[src/rtl/alu_req_sched.sv]
// alu_req_sched: two-port valid/ready scheduler that owns the RegFile_Alu
// control pins. One command is in flight at a time. The command goes
// through ACCEPT -> ISSUE (alu_en pulse) -> CAPTURE -> RESP (held handshake).
// Optional build macro: ALU_SCHED_FIXED_PRIO_EN. When it is defined, port A
// has strict priority. When it is undefined, a last-grant pointer gives
// round-robin arbitration.
module alu_req_sched #(
  parameter int DATA_W = 16,
  parameter int FLAG_W = 5,
  parameter int REG_AW = 4
) (
  input  logic              Clk,
  input  logic              Rst,
  input  logic              req_valid_a,
  input  logic              req_valid_b,
  output logic              req_ready_a,
  output logic              req_ready_b,
  input  logic [3:0]        req_op_a,
  input  logic [3:0]        req_op_b,
  input  logic [REG_AW-1:0] req_rdest_a,
  input  logic [REG_AW-1:0] req_rdest_b,
  input  logic [REG_AW-1:0] req_rsrc_a,
  input  logic [REG_AW-1:0] req_rsrc_b,
  input  logic [DATA_W-1:0] req_imm_a,
  input  logic [DATA_W-1:0] req_imm_b,
  input  logic              req_imm_s_a,
  input  logic              req_imm_s_b,
  output logic              rsp_valid_a,
  output logic              rsp_valid_b,
  input  logic              rsp_ready_a,
  input  logic              rsp_ready_b,
  output logic [DATA_W-1:0] rsp_data,
  output logic [FLAG_W-1:0] rsp_flags,
  output logic [REG_AW-1:0] alu_rdest,
  output logic [REG_AW-1:0] alu_rsrc,
  output logic [3:0]        alu_op,
  output logic [DATA_W-1:0] alu_imm,
  output logic              alu_imm_s,
  output logic              alu_en,
  input  logic [DATA_W-1:0] alu_result,
  input  logic [FLAG_W-1:0] alu_flags
);

  typedef enum logic [1:0] {S_IDLE, S_ISSUE, S_CAPTURE, S_RESP} state_t;

  state_t              state_q;
  logic                owner_q;      // 0 = port A, 1 = port B
  logic [REG_AW-1:0]   alu_rdest_q;
  logic [REG_AW-1:0]   alu_rsrc_q;
  logic [3:0]          alu_op_q;
  logic [DATA_W-1:0]   alu_imm_q;
  logic                alu_imm_s_q;
  logic                alu_en_q;
  logic                rsp_valid_a_q;
  logic                rsp_valid_b_q;
  logic [DATA_W-1:0]   rsp_data_q;
  logic [FLAG_W-1:0]   rsp_flags_q;
  logic                grant_a;
  logic                grant_b;
  logic                accept_a;
  logic                accept_b;

`ifdef ALU_SCHED_FIXED_PRIO_EN
  // Strict priority: A wins whenever it is valid.
  always_comb begin
    grant_a = req_valid_a;
    grant_b = req_valid_b & ~req_valid_a;
  end
`else
  logic ptr_q;  // last grant: 0 = A, 1 = B

  // Round-robin: a lone requester always wins; on contention the port not granted last wins.
  always_comb begin
    grant_a = req_valid_a & (~req_valid_b | ptr_q);
    grant_b = req_valid_b & ~grant_a;
  end

  // Last-grant pointer moves on every accept; reset points at B so A wins first.
  always_ff @(posedge Clk) begin
    if (!Rst) begin
      ptr_q <= 1'b1;
    end else if (accept_a) begin
      ptr_q <= 1'b0;
    end else if (accept_b) begin
      ptr_q <= 1'b1;
    end
  end
`endif

  // Ready is offered only in IDLE, only to the winner, and never during reset.
  assign req_ready_a = Rst & (state_q == S_IDLE) & grant_a;
  assign req_ready_b = Rst & (state_q == S_IDLE) & grant_b;
  assign accept_a    = req_valid_a & req_ready_a;
  assign accept_b    = req_valid_b & req_ready_b;

  // Command FSM: latch at accept, pulse alu_en once, capture result, hold response.
  always_ff @(posedge Clk) begin
    if (!Rst) begin
      state_q       <= S_IDLE;
      owner_q       <= 1'b0;
      alu_rdest_q   <= '0;
      alu_rsrc_q    <= '0;
      alu_op_q      <= '0;
      alu_imm_q     <= '0;
      alu_imm_s_q   <= 1'b0;
      alu_en_q      <= 1'b0;
      rsp_valid_a_q <= 1'b0;
      rsp_valid_b_q <= 1'b0;
      rsp_data_q    <= '0;
      rsp_flags_q   <= '0;
    end else begin
      case (state_q)
        S_IDLE: begin
          if (accept_a) begin
            owner_q     <= 1'b0;
            alu_rdest_q <= req_rdest_a;
            alu_rsrc_q  <= req_rsrc_a;
            alu_op_q    <= req_op_a;
            alu_imm_q   <= req_imm_a;
            alu_imm_s_q <= req_imm_s_a;
            alu_en_q    <= 1'b1;
            state_q     <= S_ISSUE;
          end else if (accept_b) begin
            owner_q     <= 1'b1;
            alu_rdest_q <= req_rdest_b;
            alu_rsrc_q  <= req_rsrc_b;
            alu_op_q    <= req_op_b;
            alu_imm_q   <= req_imm_b;
            alu_imm_s_q <= req_imm_s_b;
            alu_en_q    <= 1'b1;
            state_q     <= S_ISSUE;
          end
        end
        S_ISSUE: begin
          // The register file writes on this edge; rdest stays put for the read-back.
          alu_en_q <= 1'b0;
          state_q  <= S_CAPTURE;
        end
        S_CAPTURE: begin
          rsp_data_q    <= alu_result;
          rsp_flags_q   <= alu_flags;
          rsp_valid_a_q <= ~owner_q;
          rsp_valid_b_q <= owner_q;
          state_q       <= S_RESP;
        end
        S_RESP: begin
          // Only the owner's ready completes the response.
          if (owner_q ? rsp_ready_b : rsp_ready_a) begin
            rsp_valid_a_q <= 1'b0;
            rsp_valid_b_q <= 1'b0;
            state_q       <= S_IDLE;
          end
        end
        default: state_q <= S_IDLE;
      endcase
    end
  end

  assign alu_rdest   = alu_rdest_q;
  assign alu_rsrc    = alu_rsrc_q;
  assign alu_op      = alu_op_q;
  assign alu_imm     = alu_imm_q;
  assign alu_imm_s   = alu_imm_s_q;
  assign alu_en      = alu_en_q;
  assign rsp_valid_a = rsp_valid_a_q;
  assign rsp_valid_b = rsp_valid_b_q;
  assign rsp_data    = rsp_data_q;
  assign rsp_flags   = rsp_flags_q;

endmodule
[config.mk]
export PLATFORM = sky130hd
export DESIGN_NAME = alu_req_sched
export DESIGN_NICKNAME = d
export VERILOG_FILES = /design/src/rtl/alu_req_sched.sv
export SDC_FILE = /design/constraint.sdc
export NUM_CORES = 1
export LEC_CHECK = 0
export CAP_MARGIN = 20
export CORE_ASPECT_RATIO = 1.75
export CORE_MARGIN = 2
export CORE_UTILIZATION = 35
export CTS_BUF_LIST = sky130_fd_sc_hd__clkbuf_8
export DETAILED_ROUTE_END_ITERATION = 8
export PLACE_DENSITY = 0.8
export SKIP_LAST_GASP = 1
export SLEW_MARGIN = 10
export SYNTH_ARGS = -nofsm -noshare
export SYNTH_HDL_FRONTEND = slang
export SYNTH_SLANG_ARGS = --single-unit
[constraint.sdc]
create_clock -name Clk -period 2.7 [get_ports Clk]
set_clock_uncertainty 0.2 [all_clocks]
set_input_delay 0.54 -clock Clk [delete_from_list [all_inputs] [get_ports Clk]]
set_output_delay 0.54 -clock Clk [all_outputs]
set_load 0.02 [all_outputs]
==> results.json <==
{
  "path_max_fanout": 10,
  "period_share": 0.941,
  "synth_edf_count": 0,
  "max_freq_mhz": 393,
  "maxSlewHeadroom": 0.739,
  "first_pass_iters": 4,
  "die_x_um": 68.9,
  "port_buffers": 139,
  "cts_buffers": 9,
  "drive_above_1_share": 0.0616,
  "cts-hold-fix-buffers": 0,
  "cp_data_required_time_ns": 1.96,
  "ys_top_cells_by_area": "dfxtp_1, nand2_1, mux2i_1",
  "nFillCells": 642,
  "clk_path_buf_depth": 2,
  "yosysMostFrequentCell": "nand2_1",
  "layout.cells.non_filler": 508,
  "syn_nets": 375,
  "drv_cap": 0,
  "place.gp.congestion": 0.828,
  "ys_async_sr_fraction": 0,
  "antenna_left": 0,
  "dpl.hpwl_um": 5650,
  "fp-row-count": 41,
  "synth-warning-count": 0,
  "power.total_mw": 3.17,
  "slew_viol_final": 0,
  "route.detailed.wl_per_inst_um": 15.7,
  "switching_share": 0.366,
  "startpoint_type": "flop",
  "hold_violations": 0,
  "synth-seq-cells": 57,
  "coreArea_um2": 7180,
  "min_path_cells": 2,
  "numClockSinks": 57,
  "dr.first_iter.drc_count": 152,
  "vias_per_cell": 5.19,
  "synth_top_cell_by_area": "dfxtp_1",
  "grt_max_degree": 36,
  "fin_ws_ns": 0.158,
  "p_int_mw": 2.01,
  "grt_pass1_wl_um": 12200,
  "syn-cell-area_um2": 2580,
  "hold_class": "reg -> reg",
  "grt.overflow.total": 0,
  "synth_flop_cell": "dfxtp_1",
  "p_leak_nw": 1.48,
  "vias": 2637,
  "status": "finished, final reports clean",
  "path_clk_slew_ns": 0.06,
  "grt_use_total": 0.203,
  "die_area_um2": 8100,
  "antenna_found_initial": 0,
  "ir_drop_mv": 0.286,
  "seqPwrFrac": 0.358,
  "p_per_area_nw_per_um2": 767,
  "p_clk_frac": 0.196,
  "cts_htree_levels": 3,
  "r2r_cells": 6,
  "cp-end-kind": "primary output",
  "dp_slack_ns": -0.0163,
  "synth.distinct_cells": 31,
  "rsz0062_at_grt": "false",
  "fp.dieH_um": 118,
  "switchingPower_mw": 1.16,
  "nNetsFinal": 509,
  "root_buffer": "clkbuf_8",
  "synth_area_per_cell_um2": 9.05,
  "seq_area_um2": 1140,
  "ys_seq_area_frac": 0.443,
  "synthTopCellsByCount": "nand2_1, dfxtp_1, a31oi_1",
  "final.min_clock_period_ns": 2.54,
  "synth_top_area_frac": 0.443,
  "setup-violations-final": 0,
  "path_class": "reg -> out",
  "ios": 140,
  "critPathArrivalTime_ns": 1.80,
  "wl_um": 7950,
  "diodes": 0,
  "p_comb_frac": 0.446,
  "multi_input_area_um2": 1260,
  "syn_inst": 285,
  "clk_latency_ns": 0.34,
  "dp.cells": 494,
  "syn_to_final_growth_pct": 60.2,
  "grt_pass1_vias": 2608,
  "drc_errors": 0,
  "cts_tree": "yes",
  "worstMarginPinSlew_ns": 0.392,
  "initial_core_util": 0.359
}
registers in the layout, indices dropped and copies added (netlist names):
| signal | cells |
|---|---|
| alu_op | 4 |
| alu_rsrc | 4 |
| alu_imm_s | 1 |
| owner_q | 1 |
| state_q | 2 |
| rsp_valid_b | 1 |
| alu_imm | 16 |
| rsp_data | 16 |
| alu_rdest | 4 |
| rsp_valid_a | 1 |
| alu_en | 1 |
| ptr_q | 1 |
| rsp_flags | 5 |
layer usage:
layer / GRT usage / routed length, µm / share of wire
met5: 0 / 0 / 0
met4: 0.146 / 393 / 0.049
met3: 0.0526 / 566 / 0.071
met2: 0.347 / 4270 / 0.54
met1: 0.197 / 2730 / 0.34
cell usage in the layout (no fill, tap or decap), types with 2 or more instances in the layout:
master | Yosys | final
clkdlybuf4s50_1 | 0 | 136
nand2_1 | 66 | 66
dfxtp_1 | 57 | 57
a31oi_1 | 30 | 30
o31ai_1 | 29 | 29
mux2i_1 | 23 | 23
nor2b_1 | 22 | 22
buf_4 | 3 | 11
clkbuf_8 | 0 | 9
inv_1 | 3 | 7
ha_1 | 5 | 4
nand3_1 | 2 | 2
a21oi_1 | 2 | 2
nor2_1 | 2 | 2
o21ai_0 | 2 | 2
dlygate4sd2_1 | 0 | 2
worst paths after layout:
kind                       startpoint                       end  slack [ns]
max           state_q[0]$_SDFFE_PN0P_               req_ready_a        0.16
min          rsp_valid_b$_SDFFE_PN0P_  rsp_valid_b$_SDFFE_PN0P_        0.26
max reg2reg   state_q[0]$_SDFFE_PN0P_   alu_imm[5]$_SDFFE_PN0P_        0.86
min reg2reg  rsp_valid_b$_SDFFE_PN0P_  rsp_valid_b$_SDFFE_PN0P_        0.26
worst max-delay path, cell delays in order, from the launching register on:
cell,delay (ns)
dfxtp_1,0.34
inv_1,0.12
ha_2,0.29
and2_0,0.17
nand3_1,0.11
inv_1,0.08
dlygate4sd2_1,0.35
power groups by stage:
stage | sequential [mW] | combinational, mW | clock (mW)
finish | 1.13 | 1.41 | 0.622
global route | 1.15 | 1.52 | 0.678
CTS | 1.14 | 1.43 | 0.642
detailed placement | 1.15 | 1.42 | 0
global placement | 1.14 | 1.39 | 0
floorplan | 1.34 | 0.640 | 0
through the flow:
step           TNS, ns  utilization  area, µm²  hold slack (ns)
2_1_floorplan        0            -       2580            0.271
3_3_place_gp         0        0.555       3990            0.251
3_5_place_dp   -0.0319        0.555       3990            0.255
4_1_cts              0        0.575       4130            0.263
5_1_grt              0        0.575       4130            0.289
6_report             0        0.575       4130            0.261
what timing repair did:
item | CTS | global route
gates resized for setup | 3 | 0
hold endpoints to repair | 0 | 0
endpoints found under the setup margin | 2 | 0
setup buffers | 0 | 0
area by class of cell:
type	instances	share of cell area
clock buffers	9	0.0300
multi-input cells	198	0.305
clock inverters	5	0.00485
flip-flops and latches	57	0.276
repair buffers	150	0.355
well taps	86	0.0260
inverters	3	0.00273
cell families after synthesis:
group	synth area share
compound gates	0.184
fa+ha+maj	0.0243
buf+inv	0.0694
flops	0.443
mux	0.0893
simple gates	0.190
(Power assumes the default switching activity.)
==> patch: new RTL, config.mk and constraints unchanged <==
The option `ALU_SCHED_FIXED_PRIO_EN` is turned on by a define.
--- a/src/rtl/alu_req_sched.sv
+++ b/src/rtl/alu_req_sched.sv
@@ -4,6 +4,8 @@
 // Optional build macro: ALU_SCHED_FIXED_PRIO_EN. When it is defined, port A
 // has strict priority. When it is undefined, a last-grant pointer gives
 // round-robin arbitration.
+`define ALU_SCHED_FIXED_PRIO_EN
+
 module alu_req_sched #(
   parameter int DATA_W = 16,
   parameter int FLAG_W = 5,
Function: changed (Yosys sat finds a counterexample within 10 cycles, from zero or initial values and one cycle with Rst low).
==> patch against the unedited design <==
Synthesized area decreased by 6.0%. Sequential cell count decreased by 1. Worst setup slack improved by 0.0039 ns. Power is 4.2% lower. Via count is 18% lower. Synthesized cell count decreased by 17%. Design area down 4.9%. Largest power group unchanged. Critical path depth down 2. Routed wire length fell by 21%.
==> patch: results (changes against the unedited design) <==
| Metric | Value |
|---|---|
| Mapped Nets | 326 (-13%) |
| Synth Area in Adders | 2.58% (+0.15 points) |
| Share of layout cells above drive strength 1 | 4.64% (-1.5 points) |
| Nets@finish | 457 (-10%) |
| GR Layer Usage met1 | 16.6% (-3.1 points) |
| CP startpoint | req_valid_a |
| Grt met3 use | 4.82% (-0.44 points) |
| Gr usage total | 16.2% (-4.0 points) |
| Most frequent cells after synthesis | 56 x dfxtp_1, 53 x mux2i_1, 30 x a21oi_1, 29 x o21ai_1, 21 x nor2b_1 |
| Placed Area | 3830 um^2 (-4.0%) |
| Multiplexer share of the synthesized area | 21.9% (+13 points) |
| Vias per inst | 4.82 (-7.1%) |
| Synth top area share | 46.2% (+2.0 points) |
| Iteration-0 DRC Markers | 114 (-25%) |
| P_leak | 1.60 nW (+7.6%) |
| Wirelength per Cell | 14.0 um (-11%) |
| Mapped Cells | 236 (-17%) |
| Num CTS Buffers | 5 (-4) |
| Ys async rst share | 0% (unchanged) |
| Tightest Pin Transition | 0.530 ns (+0.138 ns) |
| Total Routed Length | 6290 um (-21%) |
| First-pass GRT wire length | 9600 um (-22%) |
| Post-detail-place hpwl | 4710 um (-17%) |
| Number of global-route vias before repair | 2100 (-19%) |
| H-tree depth | 2 (-1) |
| Largest net degree at the start of global routing | 61 (+69%) |
| Area contributors post-synth | dfxtp_1 46%, mux2i_1 22%, a21oi_1 6.2%, o21ai_1 6.0%, nor2b_1 5.4% |
| Outcome | finished clean |
| Sequential fraction of the synthesis area | 46.2% (+2.0 points) |
| Routability cong. | 0.735 (-11%) |
| Worst hold path startpoint | rsp_valid_b$_SDFFE_PN0P_ |
| Worst vdd ir | 0.458 mV (+60%) |
| Grt met2 use | 29.9% (-4.7 points) |
| Crit Path Max Fanout | 3 (-7) |
| R2R cell count | 6 (unchanged) |
| Latest clock arrival within the worst-skew pair | 0.31 ns (-0.03 ns) |
| Clock slew seen by the registers of the worst setup and hold paths | 0.09 ns (+0.03 ns) |
| Post-synthesis compound-gate area fraction | 15.0% (-3.5 points) |
| Count of different cell masters after synthesis | 22 (-29%) |
| Post-Place Cells | 444 (-10%) |
## patch: changes by cell type after synthesis, sizes merged, moves of 28 or more
cell / change
a21oi: +28
a31oi: -30
mux2i: +30
nand2: -61
o21ai: +31
o31ai: -29
## patch: final timing paths
kind | end | slack, ns
setup / recovery | req_ready_a | 0.16
setup reg to reg | alu_imm[0]$_SDFFE_PN0P_ | 0.67
hold / removal | rsp_valid_b$_SDFFE_PN0P_ | 0.28
hold reg to reg | rsp_valid_b$_SDFFE_PN0P_ | 0.28
## patch: final cells by class
type	count	area, um^2
Clock inverter	1	30.0
Fill cell	607	2880
Tap cell	84	105
Timing Repair Buffer	144	1440
Inverter	4	15.0
Sequential cell	56	1120
Clock buffer	5	68.8
Multi-Input combinational cell	156	1150
## patch: cells by family (layout without fill, tap and decap cells)
logic type	after synthesis	after routing
adders and majority gates	5	5
AOI/OAI and AO/OA	67	67
and+or+nand+nor	31	31
DFF	56	56
buffers and inverters	24	154
muxes	53	53
## patch: power by group
group          leakage (nW)  total, mW  internal, mW  switching (mW)
clock                0.0501      0.518         0.267           0.252
sequential            0.459       1.12          1.02           0.104
combinational          1.09       1.40         0.705           0.691
total                  1.60       3.04          1.99            1.05
## patch: metal layers
| layer | vias up | routed length [um] |
|---|---|---|
| li1 | 1092 | - |
| met1 | 986 | 2330 |
| met2 | 81 | 3320 |
| met3 | 10 | 507 |
| met4 | 0 | 130 |
| met5 | - | 0 |
## patch: worst max-delay path, cell delays in order
cell and delay (ns):
clkdlybuf4s50_1 0.52, nand3_2 0.09, inv_1 0.06, clkdlybuf4s50_1 0.59
## patch: repair_timing
item,CTS,global route
gates resized for setup,0,1
setup buffers,0,0
setup endpoints to repair,0,1
## patch: stage by stage
step / setup slack [ns] / hold WS (ns) / utilization, %
6_report: 0.162 / 0.276 / 57.7
4_1_cts: 0.0545 / 0.279 / 57.7
3_5_place_dp: 0.0573 / 0.266 / 56.2
2_1_floorplan: 0.882 / 0.268 / -
3_3_place_gp: 0.0897 / 0.258 / 56.2
5_1_grt: 0.0672 / 0.326 / 57.7
